## config.mk

```make
export PLATFORM = sky130hd
export DESIGN_NAME = window_dispatcher
export DESIGN_NICKNAME = d
export VERILOG_FILES = /design/src/rtl/window_dispatcher.sv
export SDC_FILE = /design/constraint.sdc
export NUM_CORES = 1
export LEC_CHECK = 0
export ABC_AREA = 1
export CORE_MARGIN = 2
export CORE_UTILIZATION = 45
export CTS_CLUSTER_DIAMETER = 80
export DETAILED_ROUTE_END_ITERATION = 10
export PLACE_DENSITY = 0.66
export SYNTH_ARGS = -nofsm -noshare
export SYNTH_HDL_FRONTEND = slang
export SYNTH_SLANG_ARGS = --single-unit
export TNS_END_PERCENT = 1
```

## constraint.sdc

```tcl
create_clock -name clk -period 8 [get_ports clk]
set_clock_uncertainty 0.05 [all_clocks]
set_input_delay 1.6 -clock clk [delete_from_list [all_inputs] [get_ports clk]]
set_output_delay 1.6 -clock clk [all_outputs]
set_load 0.005 [all_outputs]
```

## src/rtl/window_dispatcher.sv

```systemverilog
// window_dispatcher: gathers single samples into array_size-sample windows and
// hands each finished window to one of four destinations in round-robin order.
// The fill buffer and the output register form a ping-pong pair, so the next
// window fills while the current one waits for its destination.
module window_dispatcher #(
    parameter int array_size = 9,
    parameter int data_size  = 16
) (
    input  logic                             clk,
    input  logic                             rst,
    input  logic                             clear,
    input  logic [data_size-1:0]             in_data,
    input  logic                             in_valid,
    output logic                             in_ready,
    output logic [data_size*array_size-1:0]  win_data,
    output logic [3:0]                       sel,
    output logic                             win_valid,
    input  logic [3:0]                       dest_ready,
    output logic [15:0]                      win_count
);

    localparam int              CW   = $clog2(array_size + 1);
    localparam logic [CW-1:0]   FULL = CW'(array_size);

    typedef enum logic {
        EMPTY = 1'b0,
        HOLD  = 1'b1
    } state_t;

    state_t                            state;
    state_t                            state_next;
    logic [data_size*array_size-1:0]   fill_buf;
    logic [CW-1:0]                     fill_count;
    logic [1:0]                        dest_ptr;
    logic                              take;
    logic                              accept;
    logic                              transfer;

    // Samples are taken only while the fill buffer has room; a clear drops them.
    assign in_ready = !rst && (fill_count < FULL);
    assign take     = in_valid && in_ready && !clear;

    // Only the ready bit of the currently selected destination counts.
    assign accept   = win_valid && dest_ready[dest_ptr];

    // A full buffer moves to the output as soon as the output is free or is
    // being freed this very cycle.
    assign transfer = (fill_count == FULL) && (!win_valid || accept);

    // Fill buffer: sample k lands in slice k.
    // NOTE: pure datapath storage without reset; every slot is written before
    // fill_count can reach FULL, so its power-up contents are never observed.
    always_ff @(posedge clk) begin
        for (int k = 0; k < array_size; k++) begin
            if (take && (fill_count == CW'(k))) begin
                fill_buf[k*data_size +: data_size] <= in_data;
            end
        end
    end

    // Fill counter: advances per accepted sample, empties on transfer or clear.
    // NOTE: all sequential state uses non-blocking assignments so every flop
    // samples pre-edge values regardless of block evaluation order.
    always_ff @(posedge clk or posedge rst) begin
        if (rst) begin
            fill_count <= '0;
        end else if (clear) begin
            fill_count <= '0;
        end else if (transfer) begin
            fill_count <= '0;
        end else if (take) begin
            fill_count <= fill_count + CW'(1);
        end
    end

    // Output window register: loaded on transfer, otherwise holds its value.
    always_ff @(posedge clk or posedge rst) begin
        if (rst) begin
            win_data <= '0;
        end else if (!clear && transfer) begin
            win_data <= fill_buf;
        end
    end

    // Destination pointer and dispatch counter advance once per accepted window.
    always_ff @(posedge clk or posedge rst) begin
        if (rst) begin
            dest_ptr  <= '0;
            win_count <= '0;
        end else if (clear) begin
            dest_ptr  <= '0;
            win_count <= '0;
        end else if (accept) begin
            dest_ptr  <= dest_ptr + 2'd1;
            win_count <= win_count + 16'd1;
        end
    end

    // Output FSM state register.
    always_ff @(posedge clk or posedge rst) begin
        if (rst) begin
            state <= EMPTY;
        end else begin
            state <= state_next;
        end
    end

    // Output FSM next state: a transfer in the accept cycle keeps us in HOLD.
    // NOTE: the default assignment up front keeps this block free of latches.
    always_comb begin
        state_next = state;
        if (clear) begin
            state_next = EMPTY;
        end else begin
            case (state)
                EMPTY:   if (transfer)            state_next = HOLD;
                HOLD:    if (accept && !transfer) state_next = EMPTY;
                default:                          state_next = EMPTY;
            endcase
        end
    end

    // Output FSM outputs: valid flag and one-hot destination select.
    always_comb begin
        win_valid = (state == HOLD);
        sel       = 4'b0000;
        if (win_valid) begin
            sel = 4'b0001 << dest_ptr;
        end
    end

endmodule

```

==> results.sh <==
export IMPL_antennaDiodeCount=0
export IMPL_grt_max_degree=124
export IMPL_finalWirelength_microns=27300
export IMPL_synth_seq_cells=311
export IMPL_wl_per_cell_microns=17.7
export IMPL_worstPathArrival_ns=2.91
export IMPL_async_flop_share=0.537
export IMPL_die_h_microns=167
export IMPL_htreeDepth=2
export IMPL_vias=7455
export IMPL_ys_warn_count=0
export IMPL_finalCriticalPeriod_ns=4.56
export IMPL_clk_pin_slew_ns=0.06
export IMPL_syn_area_sq_um=11900
export IMPL_status="finished clean"
export IMPL_drv_slew=0
export IMPL_hp_class="reg -> reg"
export IMPL_relSlewSlack=0.258
export IMPL_finalWeightedCongestion=0.825
export IMPL_synth_largest_area_cell="edfxtp_1"
export IMPL_ir_drop_v=0.000113
export IMPL_cts_sinks=311
export IMPL_drc=0
export IMPL_cts_setup_buffers=0
export IMPL_synth_avg_cell_area_sq_um=12.1
export IMPL_setup_tns_final_ns=0
export IMPL_synth_area_leaders="edfxtp_1 36%, dfrtp_1 35%, nand2_1 6.5%, inv_1 5.6%, o21ai_2 5.3%"
export IMPL_cts_resized=0
export IMPL_drt_iter0_markers=554
export IMPL_final_cells=1547
export IMPL_post_route_util=0.582
export IMPL_via_per_inst=4.82
export IMPL_track_usage=0.201
export IMPL_cts_hold_buf=0
export IMPL_synth_top_cell_area_share=0.363
export IMPL_hold_violations=0
export IMPL_die_width_microns=167
export IMPL_synth_flop_cell="dfrtp_1"
export IMPL_synth_nets=1020
export IMPL_numCtsBuffers=34
export IMPL_die_area_sq_um=27800
export IMPL_dp_cells=1486
export IMPL_post_synth_num_cell_types=26
export IMPL_hold_ws_ns=0.430
export IMPL_finalNetCount=1221
export IMPL_seq_area_frac_synth=0.714
export IMPL_grt_pass1_vias=7330
export IMPL_tritoncts="built"
export IMPL_fmax_ghz=0.219
export IMPL_row_count=59
export IMPL_cap_violations=0
export IMPL_critical_path_max_fanout=3
export IMPL_port_buffers=189
export IMPL_end_kind="output port"
export IMPL_path_class="in -> out"
export IMPL_fin_crit_sh=0.570
export IMPL_synthCells=986
export IMPL_p_leak_uw=0.00667
export IMPL_worstPathRequired_ns=6.35
export IMPL_yosys_top_cells_count="205 x nand2_1, 177 x inv_1, 167 x dfrtp_1"
export IMPL_clk_path_buf_depth=3
export IMPL_grt_pass1_wl_microns=42900
export IMPL_rsz0062_at_grt="no"
export IMPL_initial_core_util=0.457
export IMPL_area_delta_synth_final_pct=27.3
export IMPL_root_buffer="clkbuf_16"
export IMPL_core_sq_um=26100
export IMPL_antenna_found_initial=1
export IMPL_ios=190
export IMPL_hpwl_microns=16700
export IMPL_setup_viol=0
export IMPL_synth_edff_count=144
export IMPL_worstSkewPairLatency_ns=0.50
export IMPL_drive_above_1_share=0.126
export IMPL_reg2reg_slack_ns=5.08
export IMPL_synth_most_common_cell="nand2_1"
export IMPL_power_density_nw_per_um2=217
export IMPL_ant_nets=0
export IMPL_first_pass_iters=4
export IMPL_overflow=0
export IMPL_startpoint_type="input port"
export IMPL_max_slew_worst_pin_slew_ns=1.11
critical path: stages:
cell,delay (ns)
clkdlybuf4s50_1,0.50
a21oi_1,0.26
clkdlybuf4s50_1,0.55
metrics by stage:
| stage | cell area (sq um) | power [uW] | worst slack, ns |
|---|---|---|---|
| floorplan | 11900 | 1750 | 1.83 |
| global route | 15200 | 3400 | 3.38 |
| finish | 15200 | 3290 | 3.44 |
| global placement | 14100 | 1810 | 3.48 |
| CTS | 15200 | 3330 | 3.45 |
| detailed placement | 14100 | 1810 | 3.47 |
cells by family (layout without fill, tap and decap cells):
family,after synthesis,after routing,share of synthesized area
DFF,311,311,0.714
AOI/OAI and AO/OA,156,156,0.0882
buffers and inverters,216,442,0.0829
xor gates and xnor gates,5,5,0.00368
adders and majority gates,10,10,0.0105
and+or+nand+nor,288,288,0.101
power by group:
group | internal [uW] | switching [uW]
Clock | 905 | 610
Combinational | 27.8 | 59.8
Sequential | 1690 | 5.91
final timing paths:
path,start,to,cells after the start
worst min register to register,win_data[89]$_DFFE_PP0P_,win_data[89]$_DFFE_PP0P_,2
worst min-delay path,win_data[89]$_DFFE_PP0P_,win_data[89]$_DFFE_PP0P_,2
worst max register to register,fill_count[1]$_DFFE_PP0P_,win_data[8]$_DFFE_PP0P_,8
worst max-delay path,rst,in_ready,3
min in group asynchronous,rst,win_data[36]$_DFFE_PP0P_,2
max in group asynchronous,rst,win_data[59]$_DFFE_PP0P_,3
flip-flops by register name, summed over array words and instances (netlist names):
register,cells
win_valid,1
win_data,144
dest_ptr,2
win_count,16
fill_buf,144
fill_count,4
area by class of cell:
class	instances	area [sq um]
Inverter	180	681
Multi-Input combinational cell	459	2460
Tap cell	335	419
Clock buffer	50	1000
Timing Repair Buffer	201	2010
Fill cell	2157	10900
Sequential cell	311	8500
Clock inverter	11	93.8
cells in the final DEF (no fill, tap or decap), types with 2 or more instances in the layout:
| cell | n |
|---|---|
| nand2_1 | 205 |
| clkdlybuf4s50_1 | 189 |
| inv_1 | 176 |
| dfrtp_1 | 167 |
| edfxtp_1 | 144 |
| o21ai_2 | 72 |
| o21ai_0 | 52 |
| clkbuf_16 | 35 |
| o21ai_1 | 26 |
| nand3_1 | 26 |
| nor2_1 | 25 |
| nand4_1 | 16 |
| ha_1 | 10 |
| buf_4 | 10 |
| clkbuf_1 | 8 |
| clkbuf_8 | 7 |
| a21oi_1 | 6 |
| nor3_2 | 6 |
| xor2_1 | 5 |
| clkinv_2 | 5 |
| nand3_2 | 3 |
| inv_2 | 2 |
| nor2_2 | 2 |
| inv_6 | 2 |
| clkinv_1 | 2 |
| nor3_1 | 2 |
| clkinvlp_4 | 2 |
| buf_12 | 2 |
layer usage:
layer  track usage  routed length, microns  vias up
met5             0                       0        -
met4        0.0682                     811        0
met3        0.0383                    1520       52
met2         0.328                   13000      230
met1         0.274                   12000     3599
li1              -                       -     3574
Note: power is estimated with default switching activity, not from simulation.
